### src/rtl/accel_frame_rx.sv
// accel_frame_rx: 8N1 deserializer plus 2-byte packet assembler producing a 14-bit sample.
module accel_frame_rx #(
    parameter int unsigned BAUD_DIV = 868,
    parameter int unsigned HALF_DIV = 434,
    parameter int unsigned PKT_TMO  = 17360
) (
    input  logic        clk,
    input  logic        rst_n,
    input  logic        RX_A,
    output logic [13:0] Xmeas,
    output logic        accel_vld,
    output logic        frm_err
);

    localparam int unsigned CNT_W = $clog2(BAUD_DIV);
    localparam int unsigned TMO_W = $clog2(PKT_TMO + 1);

    typedef enum logic [1:0] {B_IDLE, B_START, B_DATA, B_STOP} bit_state_e;
    typedef enum logic       {P_WAIT_HI, P_WAIT_LO}             pkt_state_e;

    logic             rx_meta_q, rx_s_q, rx_prev_q;
    logic [2:0]       arm_q;
    logic             fall_edge;

    bit_state_e       bit_state_q, bit_state_d;
    logic [CNT_W-1:0] baud_cnt_q, baud_cnt_d;
    logic [2:0]       bit_idx_q, bit_idx_d;
    logic [7:0]       shift_q, shift_d;
    logic             byte_rdy_q, byte_rdy_d;
    logic             byte_err_q, byte_err_d;

    pkt_state_e       pkt_state_q, pkt_state_d;
    logic [5:0]       hi_q, hi_d;
    logic [TMO_W-1:0] tmo_cnt_q, tmo_cnt_d;
    logic [13:0]      xmeas_q, xmeas_d;
    logic             accel_vld_q, accel_vld_d;
    logic             frm_err_q, frm_err_d;

    // Two-flop synchronizer, edge-detect history and post-reset arming
    // (arm_q keeps the reset value of the sync chain from faking a falling edge).
    always_ff @(posedge clk or negedge rst_n) begin
        if (!rst_n) begin
            rx_meta_q <= 1'b1;
            rx_s_q    <= 1'b1;
            rx_prev_q <= 1'b1;
            arm_q     <= 3'b000;
        end else begin
            rx_meta_q <= RX_A;
            rx_s_q    <= rx_meta_q;
            rx_prev_q <= rx_s_q;
            arm_q     <= {arm_q[1:0], 1'b1};
        end
    end

    assign fall_edge = arm_q[2] & rx_prev_q & ~rx_s_q;

    // Bit FSM state and datapath registers.
    always_ff @(posedge clk or negedge rst_n) begin
        if (!rst_n) begin
            bit_state_q <= B_IDLE;
            baud_cnt_q  <= '0;
            bit_idx_q   <= '0;
            shift_q     <= '0;
            byte_rdy_q  <= 1'b0;
            byte_err_q  <= 1'b0;
        end else begin
            bit_state_q <= bit_state_d;
            baud_cnt_q  <= baud_cnt_d;
            bit_idx_q   <= bit_idx_d;
            shift_q     <= shift_d;
            byte_rdy_q  <= byte_rdy_d;
            byte_err_q  <= byte_err_d;
        end
    end

    // Bit FSM next state: mid-bit sampling, LSB-first shift, stop-bit verdict.
    always_comb begin
        bit_state_d = bit_state_q;
        baud_cnt_d  = baud_cnt_q;
        bit_idx_d   = bit_idx_q;
        shift_d     = shift_q;
        byte_rdy_d  = 1'b0;
        byte_err_d  = 1'b0;
        case (bit_state_q)
            B_IDLE: begin
                if (fall_edge) begin
                    bit_state_d = B_START;
                    baud_cnt_d  = '0;
                end
            end
            B_START: begin
                if (baud_cnt_q == CNT_W'(HALF_DIV - 1)) begin
                    baud_cnt_d  = '0;
                    bit_idx_d   = '0;
                    bit_state_d = rx_s_q ? B_IDLE : B_DATA;
                end else begin
                    baud_cnt_d = baud_cnt_q + 1'b1;
                end
            end
            B_DATA: begin
                if (baud_cnt_q == CNT_W'(BAUD_DIV - 1)) begin
                    baud_cnt_d = '0;
                    shift_d    = {rx_s_q, shift_q[7:1]};
                    if (bit_idx_q == 3'd7) begin
                        bit_state_d = B_STOP;
                    end else begin
                        bit_idx_d = bit_idx_q + 1'b1;
                    end
                end else begin
                    baud_cnt_d = baud_cnt_q + 1'b1;
                end
            end
            B_STOP: begin
                if (baud_cnt_q == CNT_W'(BAUD_DIV - 1)) begin
                    baud_cnt_d  = '0;
                    byte_rdy_d  = rx_s_q;
                    byte_err_d  = ~rx_s_q;
                    bit_state_d = B_IDLE;
                end else begin
                    baud_cnt_d = baud_cnt_q + 1'b1;
                end
            end
            default: bit_state_d = B_IDLE;
        endcase
    end

    // Packet FSM state and output registers.
    always_ff @(posedge clk or negedge rst_n) begin
        if (!rst_n) begin
            pkt_state_q <= P_WAIT_HI;
            hi_q        <= '0;
            tmo_cnt_q   <= '0;
            xmeas_q     <= '0;
            accel_vld_q <= 1'b0;
            frm_err_q   <= 1'b0;
        end else begin
            pkt_state_q <= pkt_state_d;
            hi_q        <= hi_d;
            tmo_cnt_q   <= tmo_cnt_d;
            xmeas_q     <= xmeas_d;
            accel_vld_q <= accel_vld_d;
            frm_err_q   <= frm_err_d;
        end
    end

    // Packet FSM next state: pair high/low bytes, flag stop errors and inter-byte timeouts.
    always_comb begin
        pkt_state_d = pkt_state_q;
        hi_d        = hi_q;
        tmo_cnt_d   = tmo_cnt_q;
        xmeas_d     = xmeas_q;
        accel_vld_d = 1'b0;
        frm_err_d   = 1'b0;
        case (pkt_state_q)
            P_WAIT_HI: begin
                if (byte_rdy_q) begin
                    hi_d        = shift_q[5:0];
                    tmo_cnt_d   = '0;
                    pkt_state_d = P_WAIT_LO;
                end else if (byte_err_q) begin
                    frm_err_d = 1'b1;
                end
            end
            P_WAIT_LO: begin
                if (byte_rdy_q) begin
                    xmeas_d     = {hi_q, shift_q};
                    accel_vld_d = 1'b1;
                    pkt_state_d = P_WAIT_HI;
                end else if (byte_err_q) begin
                    frm_err_d   = 1'b1;
                    pkt_state_d = P_WAIT_HI;
                end else if ((tmo_cnt_q == TMO_W'(PKT_TMO)) && (bit_state_q == B_IDLE)) begin
                    frm_err_d   = 1'b1;
                    pkt_state_d = P_WAIT_HI;
                end else if (tmo_cnt_q != TMO_W'(PKT_TMO)) begin
                    tmo_cnt_d = tmo_cnt_q + 1'b1;
                end
            end
            default: pkt_state_d = P_WAIT_HI;
        endcase
    end

    assign Xmeas     = xmeas_q;
    assign accel_vld = accel_vld_q;
    assign frm_err   = frm_err_q;

endmodule

### config.mk
export PLATFORM = sky130hd
export DESIGN_NAME = accel_frame_rx
export DESIGN_NICKNAME = d
export VERILOG_FILES = /design/src/rtl/accel_frame_rx.sv
export SDC_FILE = /design/constraint.sdc
export NUM_CORES = 1
export LEC_CHECK = 0
export ABC_AREA = 1
export BUFFER_PORTS_ARGS = -buffer_cell sky130_fd_sc_hd__buf_2
export CAP_MARGIN = 20
export CORE_AREA = 2 2 108 110
export CTS_BUF_LIST = sky130_fd_sc_hd__clkbuf_4
export CTS_CLUSTER_SIZE = 28
export DETAILED_ROUTE_END_ITERATION = 12
export DIE_AREA = 0 0 110 112
export PLACE_DENSITY_LB_ADDON = 0.2
export SETUP_SLACK_MARGIN = 0.15
export SYNTH_ARGS = -nofsm -noshare
export SYNTH_HDL_FRONTEND = slang
export SYNTH_SLANG_ARGS = --single-unit
### constraint.sdc
create_clock -name clk -period 2.28 [get_ports clk]
set_clock_uncertainty 0.2 [all_clocks]
set_input_delay 0.114 -clock clk [delete_from_list [all_inputs] [get_ports clk]]
set_output_delay 0.114 -clock clk [all_outputs]
set_load 0.005 [all_outputs]
==> impl_metrics.yaml <==
status:
  outcome: "finished clean"
hold_path:
  worstHoldPathType: "in2async"
synth:
  netlist-cell-type-count: 29
  mappedNetlistNets: 397
  post_synth.cell_area_avg_um2: 8.44
  synth-seq-cells: 69
  yosysWarnings: 0
  syn_inst: 388
  netlist_area_um2: 3270
  synth-seq-area-share_pct: 52.9
clock_tree:
  postCtsSetupRepairBufs: 0
  tritoncts: "done"
  postCtsResizedCells: 0
  cts_made_buffers: 9
  worst_setup_hold_path_clk_slew_ns: 0.12
  tritoncts_num_sinks: 69
  root_cell_of_the_clock_tree: "sky130_fd_sc_hd__clkbuf_4"
  clkLatencyLatePin_ns: 0.43
  ctsHtreeMaxLevel: 3
  cts_buffer_depth: 2
place:
  count_of_placed_standard_cells_including_taps: 546
  place.gp.congestion: 0.808
  placed_cell_areas_um2: 3530
  hpwl_mm: 4.47
  numPortBuffers: 18
timing:
  finalSetupViolCount: 0
  fmaxAchievable_mhz: 536
  layout_min_cycle_time_ns: 1.87
  final_max_slew_viol_count: 0
  tns_ns: 0
  hold_ws_ns: 0.0227
  rsz_0062_raised_after_global_routing: "false"
  finalHoldViolCount: 0
  fraction_of_the_cycle_the_final_worst_path_needs_pct: 81.9
grt:
  globalRouteTotalUtil_pct: 11.6
  gr-total-overflow: 0
  grt_start_max_net_pins: 70
  antenna_found_initial: 0
  first_global_vias: 2457
  global_route_wire_length_before_repair_mm: 11.3
drt:
  drt_drc_violations_left: 0
  vias: 2481
  routedWlPerCell_um: 11.2
  wl_mm: 6.32
  first_iter_violations: 113
  dr.pass1.iters: 4
  detail-route-antenna-nets: 0
  drt-vias-per-instance: 4.40
floorplanning:
  design.portCount: 19
  num_rows: 39
  die_height_um: 112
  design.die.area_um2: 12300
  core_area_um2: 11200
  floorplan.initialDensity_pct: 29.3
  die_width_um: 110
worst_setup_path:
  type_of_origin_of_the_critical_path: "register"
  reg2reg_depth: 8
  reg2reg_setup_slack_ns: 0.41
  cp_data_arrival_time_ns: 1.97
  worstSetupPathType: "reg2reg"
  cp_data_required_time_ns: 2.39
  timing.critical_path.fanout_max: 16
  endpoint_kind: "register"
  timing.rr.end: "shift_q[0]$_DFFE_PN0P_"
  r2r_start: "baud_cnt_q[0]$_DFFE_PN0P_"
final_layout:
  finalNetCount: 425
  postLayoutCellArea_um2: 3730
  layout-area-overhead-vs-synth_pct: 14.0
  drive_gt1_share_pct: 15.4
  layout.cells.non_filler: 564
  utilization_pct: 33.4
  antenna_diode_count: 0
power_and_ir_drop:
  peak_supply_drop_v: 0.000423
  power_switching_share_pct: 29.2
  power.share.combinational_pct: 15.1
  leakage_nw: 1.79
  internal_power_mw: 1.97
  seq_pwr_share_pct: 49.0
  power_per_cell_area_nw_per_um2: 745
  netSwitchingPower_mw: 0.812
  power.clock.fraction_pct: 35.9
run:
  number_of_max_cap_violations: 0
==> cells by family after synthesis <==
logic type,after synthesis,share of synthesized area (%)
other cells,1,0.115
fa+ha+maj,6,2.29
flops,69,52.9
compound gates,53,9.33
xor+xnor,7,1.87
simple gates,201,26.7
buf+inv,51,6.84
==> power by group through the flow <==
stage	registers, mW	clock network (mW)	logic (mW)
finish	1.36	0.999	0.420
global route	1.37	1.10	0.493
CTS	1.36	1.04	0.429
detailed placement	1.39	0	0.425
global placement	1.38	0	0.419
floorplan	1.37	0	0.313
==> state kept, by name, indices dropped and copies added (netlist names), 3 cells and up, named ones only <==
signal / flops
shift_q: 8
arm_q: 3
bit_idx_q: 3
baud_cnt_q: 10
hi_q: 6
tmo_cnt_q: 15
Xmeas: 14
==> cells in the final DEF (no fill, tap or decap), drive strengths merged <==
master and instances:
nand4 6, nor3 3, nor2 34, nor3b 1, nand3 33, buf 22
dlygate4sd3 2, o31ai 2, o21ai 45, conb 1, bufinv 3, clkinvlp 2
clkbuf 9, o22ai 1, clkinv 3, xor2 7, dfrtp 66, inv 43
a21oi 5, nand2 124, dfstp 3, ha 6
==> critical path: stages (launching register included) <==
cell                      delay (ns)
sky130_fd_sc_hd__dfrtp_1        0.43
sky130_fd_sc_hd__ha_1           0.21
sky130_fd_sc_hd__nand2_1        0.08
sky130_fd_sc_hd__nor3_2         0.14
sky130_fd_sc_hd__nand2_1        0.09
sky130_fd_sc_hd__nor2_2         0.16
sky130_fd_sc_hd__nand2_2        0.25
sky130_fd_sc_hd__nand2_1        0.15
sky130_fd_sc_hd__o21ai_2        0.05
==> metal layers <==
layer	global-route usage [%]	vias to the layer above	share of wire, %
met5	0	-	0
met3	4.04	8	3.3
li1	-	1294	-
met1	15.8	1146	52
met4	3.54	0	1.2
met2	17.3	33	43
==> per-stage QoR <==
stage          worst slack (ns)  total power [mW]
5_1_grt                   0.242              2.96
4_1_cts                   0.400              2.83
3_5_place_dp              0.420              1.81
2_1_floorplan             0.617              1.68
6_report                  0.413              2.78
3_3_place_gp              0.475              1.80
==> area by class of cell <==
type | count | area, um^2
multi-input cells | 268 | 1320
clock buffers | 9 | 67.6
well taps | 143 | 179
clock inverters | 7 | 114
inverters | 44 | 170
repair buffers | 24 | 153
fillers | 1165 | 7440
flip-flops and latches | 69 | 1730
==> synthesized netlist by cell type (all sizes together) <==
library cell  count  area share (%)
nand3            33             5.0
nand2           124              15
a21oi             5            0.76
conb              1            0.11
clkbuf            2            0.23
o31ai             2            0.46
dfstp             3             2.4
dfrtp            66              50
o21ai            45             7.9
nor2             34             4.6
o22ai             1            0.19
ha                6             2.3
nor3b             1            0.23
inv              43             4.9
nand4             6             1.1
clkinv            1            0.27
xor2              7             1.9
buf               5             1.4
nor3              3            0.76
==> what timing repair did <==
| item | in CTS | in global routing |
|---|---|---|
| endpoints found under the hold margin | 70 | 0 |
| endpoints found under the setup margin | 0 | 0 |
| hold buffers | 2 | 0 |
==> how the worst max path moves through the flow <==
stage | endpoint | startpoint | cells after the start | slack [ns]
floorplan | shift_q[5]$_DFFE_PN0P_ | baud_cnt_q[0]$_DFFE_PN0P_ | 9 | 0.62
global placement | shift_q[6]$_DFFE_PN0P_ | baud_cnt_q[0]$_DFFE_PN0P_ | 8 | 0.47
detailed placement | shift_q[3]$_DFFE_PN0P_ | baud_cnt_q[0]$_DFFE_PN0P_ | 8 | 0.42
CTS | shift_q[1]$_DFFE_PN0P_ | baud_cnt_q[0]$_DFFE_PN0P_ | 8 | 0.40
global route | shift_q[1]$_DFFE_PN0P_ | baud_cnt_q[0]$_DFFE_PN0P_ | 8 | 0.24
finish | shift_q[0]$_DFFE_PN0P_ | baud_cnt_q[0]$_DFFE_PN0P_ | 8 | 0.41
Note: power is estimated with default switching activity, not from simulation.
